## src/rtl/score_keeper.sv

```systemverilog
// score_keeper
// Tracks a two-player shooting game. One shot result is accepted per turn,
// the shooter's score is bumped on a hit, the result is held for
// HOLD_CYCLES before the turn passes, and the game ends when a score
// reaches WIN_SCORE.
//
// Ports:
//   clk        system clock
//   rst        asynchronous, active-high reset
//   shot_valid game logic presents a shot result
//   shot_hit   1 = hit, 0 = miss (meaningful only on acceptance)
//   shot_ready keeper can accept a shot this cycle (state == PLAY)
//   new_game   single-cycle synchronous restart request
//   p1_score   player 1 score
//   p2_score   player 2 score
//   turn       current shooter: 0 = P1, 1 = P2
//   winner     00 none, 01 P1, 10 P2
//   game_over  high while in OVER
//   state      FSM state (PLAY=0, HOLD=1, OVER=2) for observation
//
// Handshake: a shot is accepted in a cycle where shot_valid and shot_ready
// are both high; shot_ready does not depend on shot_valid, and a presented
// shot may be held until it is accepted.
module score_keeper #(
  parameter int WIN_SCORE   = 3,
  parameter int HOLD_CYCLES = 50_000_000
) (
  input  logic       clk,
  input  logic       rst,
  input  logic       shot_valid,
  input  logic       shot_hit,
  output logic       shot_ready,
  input  logic       new_game,
  output logic [1:0] p1_score,
  output logic [1:0] p2_score,
  output logic       turn,
  output logic [1:0] winner,
  output logic       game_over,
  output logic [1:0] state
);

  typedef enum logic [1:0] {
    PLAY = 2'd0,
    HOLD = 2'd1,
    OVER = 2'd2
  } state_t;

  // Counter counts HOLD_CYCLES-1 down to 0; keep at least one bit.
  localparam int CNT_W = (HOLD_CYCLES > 1) ? $clog2(HOLD_CYCLES) : 1;
  localparam logic [CNT_W-1:0] HOLD_LOAD = CNT_W'(HOLD_CYCLES - 1);
  localparam logic [1:0] WIN = 2'(WIN_SCORE);

  state_t           state_q, state_d;
  logic [CNT_W-1:0] cnt_q, cnt_d;
  logic [1:0]       p1_q, p1_d;
  logic [1:0]       p2_q, p2_d;
  logic             turn_q, turn_d;
  logic [1:0]       winner_q, winner_d;

  logic             accept;
  logic [1:0]       shooter_next;

  assign accept       = shot_valid && (state_q == PLAY);
  assign shooter_next = (turn_q ? p2_q : p1_q) + 2'd1;

  always_ff @(posedge clk or posedge rst) begin
    if (rst) begin
      state_q  <= PLAY;
      cnt_q    <= '0;
      p1_q     <= 2'd0;
      p2_q     <= 2'd0;
      turn_q   <= 1'b0;
      winner_q <= 2'b00;
    end else begin
      state_q  <= state_d;
      cnt_q    <= cnt_d;
      p1_q     <= p1_d;
      p2_q     <= p2_d;
      turn_q   <= turn_d;
      winner_q <= winner_d;
    end
  end

  always_comb begin
    state_d  = state_q;
    cnt_d    = cnt_q;
    p1_d     = p1_q;
    p2_d     = p2_q;
    turn_d   = turn_q;
    winner_d = winner_q;

    if (new_game) begin
      // Restart wins over anything else this cycle, including an accepted shot.
      state_d  = PLAY;
      cnt_d    = '0;
      p1_d     = 2'd0;
      p2_d     = 2'd0;
      turn_d   = 1'b0;
      winner_d = 2'b00;
    end else begin
      unique case (state_q)
        PLAY: begin
          if (accept) begin
            if (shot_hit) begin
              if (turn_q) p2_d = shooter_next;
              else        p1_d = shooter_next;
            end
            if (shot_hit && (shooter_next == WIN)) begin
              state_d  = OVER;
              winner_d = turn_q ? 2'b10 : 2'b01;
            end else begin
              state_d = HOLD;
              cnt_d   = HOLD_LOAD;
            end
          end
        end
        HOLD: begin
          if (cnt_q == '0) begin
            turn_d  = ~turn_q;
            state_d = PLAY;
          end else begin
            cnt_d = cnt_q - 1'b1;
          end
        end
        OVER: begin
          // Frozen until new_game or rst.
        end
        default: state_d = PLAY;
      endcase
    end
  end

  assign shot_ready = (state_q == PLAY);
  assign game_over  = (state_q == OVER);
  assign p1_score   = p1_q;
  assign p2_score   = p2_q;
  assign turn       = turn_q;
  assign winner     = winner_q;
  assign state      = state_q;

endmodule

```

## config.mk

```make
export PLATFORM = sky130hd
export DESIGN_NAME = score_keeper
export DESIGN_NICKNAME = d
export VERILOG_FILES = /design/src/rtl/score_keeper.sv
export SDC_FILE = /design/constraint.sdc
export NUM_CORES = 1
export LEC_CHECK = 0
export BUFFER_PORTS_ARGS = -buffer_cell sky130_fd_sc_hd__buf_2
export CAP_MARGIN = 20
export CELL_PAD_IN_SITES_DETAIL_PLACEMENT = 2
export CELL_PAD_IN_SITES_GLOBAL_PLACEMENT = 2
export CORE_ASPECT_RATIO = 0.8
export CORE_UTILIZATION = 38
export CTS_BUF_LIST = sky130_fd_sc_hd__clkbuf_4 sky130_fd_sc_hd__clkbuf_8
export DETAILED_ROUTE_END_ITERATION = 10
export GPL_ROUTABILITY_DRIVEN = 0
export PLACE_DENSITY = 0.92
export SYNTH_ARGS = -nofsm -noshare
export SYNTH_HDL_FRONTEND = slang
export SYNTH_SLANG_ARGS = --single-unit
```

## constraint.sdc

```tcl
create_clock -name clk -period 2.8 [get_ports clk]
set_input_delay 0.14 -clock clk [delete_from_list [all_inputs] [get_ports clk]]
set_output_delay 0.14 -clock clk [all_outputs]
set_load 0.03 [all_outputs]
```

==> qor.txt <==
Status -> completed
Post-route antenna net violation count -> 0
Routed len/inst -> 23.6 um
GRT met1 Usage -> 36.1%
Diode count -> 0
Min-delay src -> shot_hit
Average size of a mapped cell -> 8.94 um2
Yosys top cell area share -> 42.8%
Grt ovf -> 0
Vias per cell -> 6.66
Largest net degree at the start of global routing -> 36
Clk Tree Root Cell -> clkbuf_8
Critical path startpoint category -> flop
H-tree levels -> 2
Main synth FF type -> dfrtp_1
Fin nets -> 250
Initial core utilization -> 40.2%
Final Hold Fails -> 0
F_max -> 395 MHz
Critical path peak fanout -> 11
Synth Warn # -> 0
DIE AREA -> 0.00569 mm2
Fin. max-slew vios -> 0
Leak Pwr -> 0.945 nW
R2r startpoint -> cnt_q[4]
Post-synth cell types -> 46
Hold endpoint -> state[1]
Clock sink count -> 35
Post-cts sizing count -> 0
EDFF count, synth -> 0
Std cell rows -> 23
Arr. time, crit path -> 2.72 ns
PD cells -> 639 mW/mm2
Setup TNS -> 0 ns
Setup bufs post-CTS -> 0
Flops & latches, synth -> 35
Area contributors post-synth -> dfrtp_1, a31oi_1, a311oi_1, nor2_1, nor3_1
GRT busiest layer -> met2
# setup viols final -> 0
Chip Width -> 84.1 um
Met3 Use GR -> 6.36%
Unrepaired setup endpoints after global routing -> false
Final worst path period need -> 2.53 ns
Worst-skew pair later-pin latency -> 0.30 ns
Synth async-reset ratio -> 100%
Clock buffer count from CTS -> 5
Hold WC Path Type -> in -> reg
MaxCap Viol Count -> 0
Share of cells above drive strength 1 -> 15.6%
Clock skew -> 0.00447 ns
Worst vdd ir -> 0.280 mV
Hold Path Depth -> 3
R2R Path End -> cnt_q[12]
Total routed wirelength -> 7220 um
Sequential share of the synthesized area -> 42.8%
Rel. slew slack -> 47.4%
Yosys top cell by area -> dfrtp_1
Hpwl dp -> 4580 um
Final Cycle Share -> 90.5%
Crit path kind -> reg -> reg
First-pass GRT wire length -> 11700 um
Power Total -> 1.48 mW
Final routed DRC violation total -> 0
Initial antenna violation count -> 0
Total Routing Usage GR -> 27.5%
Hold_buf cts -> 1
Reg2reg path depth -> 5
Critical path endpoint category -> flop
Largest buffer count on any clock path -> 2
DIE HEIGHT -> 67.7 um
Area growth from synthesis to layout -> 13.1%
I/O pins -> 16
Pre-Repair DR Iteration Count -> 4
Worst-Margin Slew -> 0.785 ns
Post-Syn Nets -> 236
Core region area -> 0.00509 mm2
Drt first-iter violations -> 123
Worst R2R Setup Slack -> 0.27 ns
Post-Syn Area -> 0.00205 mm2
Mapped Cells -> 229
Met2 Use GR -> 44.9%
Via Count -> 2038
CTS tree -> done
CP required -> 2.99 ns
Vias in the first global route -> 2190
IO buf count -> 15
Clock slew at reported path FFs -> 0.07 ns
synthesized netlist by cell type (4+ instances only):
| master | n |
|---|---|
| nand2b_1 | 6 |
| a31oi_1 | 23 |
| a21oi_1 | 11 |
| nand3_1 | 8 |
| o31ai_1 | 5 |
| a311oi_1 | 12 |
| nand2_1 | 15 |
| nor3_1 | 12 |
| nor2_1 | 18 |
| dfrtp_1 | 35 |
| o21ai_0 | 9 |
| clkbuf_1 | 11 |
| inv_1 | 4 |
| nor4_1 | 7 |
| a211oi_1 | 5 |
power by group:
group          switching [mW]  internal, mW  leakage, nW
Clock                   0.196         0.288       0.0612
Combinational           0.224         0.122        0.427
Sequential             0.0918         0.559        0.457
flip-flops by register name, summed over array words and instances (netlist names):
name      count
p2_score      2
state         2
cnt_q        26
winner        2
p1_score      2
turn          1
critical path, cell delays in order (launching register included):
cell and delay (ns):
dfrtp_1 0.47, nor4_4 0.55, nand3_1 0.52, o31ai_1 0.41
a31oi_1 0.14, a311oi_1 0.32
how the worst max path moves through the flow:
| stage | from | cells past startpoint | slack, ns | end |
|---|---|---|---|---|
| detailed placement | turn | 8 | 0.39 | cnt_q[25] |
| CTS | cnt_q[4] | 5 | 0.28 | cnt_q[12] |
| floorplan | turn | 9 | 0.28 | cnt_q[2] |
| global placement | turn | 8 | 0.47 | cnt_q[23] |
| finish | cnt_q[4] | 5 | 0.27 | cnt_q[12] |
| global route | cnt_q[4] | 5 | 0.02 | cnt_q[12] |
through the flow:
stage | hold WS [ns] | util (%) | worst slack, ns | std cells | instance area, um2
final | 0.241 | 45.5 | 0.266 | 306 | 2320
after global routing | 0.295 | 45.5 | 0.0245 | 306 | 2320
after CTS | 0.245 | 45.5 | 0.283 | 306 | 2320
after detailed placement | 0.286 | 43.0 | 0.386 | 297 | 2190
after global placement | 0.268 | 43.0 | 0.466 | 297 | 2190
after floorplan | 0.294 | - | 0.278 | 229 | 2050
kinds of logic after synthesis:
group | synth area share, %
simple gates | 22.8
fa+ha+maj | 1.22
compound gates | 26.3
flops | 42.8
buf+inv | 4.64
xor+xnor | 1.28
mux | 1.04
cell usage in the layout (no fill, tap or decap), drive strengths merged, types with 2 or more instances in the layout:
master | synthesis | final
or4 | 4 | 4
a311oi | 12 | 12
a211oi | 5 | 5
o31ai | 6 | 6
nand4 | 3 | 3
dfrtp | 35 | 35
ha | 2 | 2
and3 | 3 | 3
inv | 4 | 4
nand3 | 8 | 8
nand2 | 15 | 15
clkbuf | 12 | 6
o21ai | 11 | 11
o41ai | 3 | 3
and2 | 2 | 2
nand2b | 6 | 6
xor2 | 2 | 2
nor2b | 3 | 3
nor2 | 18 | 18
nor3b | 2 | 2
buf | 6 | 24
nor4 | 8 | 8
a31oi | 23 | 23
a21oi | 11 | 11
nor3 | 12 | 12
metal layers:
layer | up-vias | routed length, um
met2 | 51 | 3480
li1 | 917 | -
met3 | 17 | 368
met1 | 1053 | 3230
met4 | 0 | 143
met5 | - | 0
final cells by class:
class                   count  area [um2]
inverters                   4        15.0
clock buffers               6        82.6
flip-flops and latches     35         876
fillers                   564        2780
clock inverters             2        35.0
repair buffers             25         153
well taps                  62        77.6
multi-input cells         172        1080
Power figures use the tool's default switching activity.
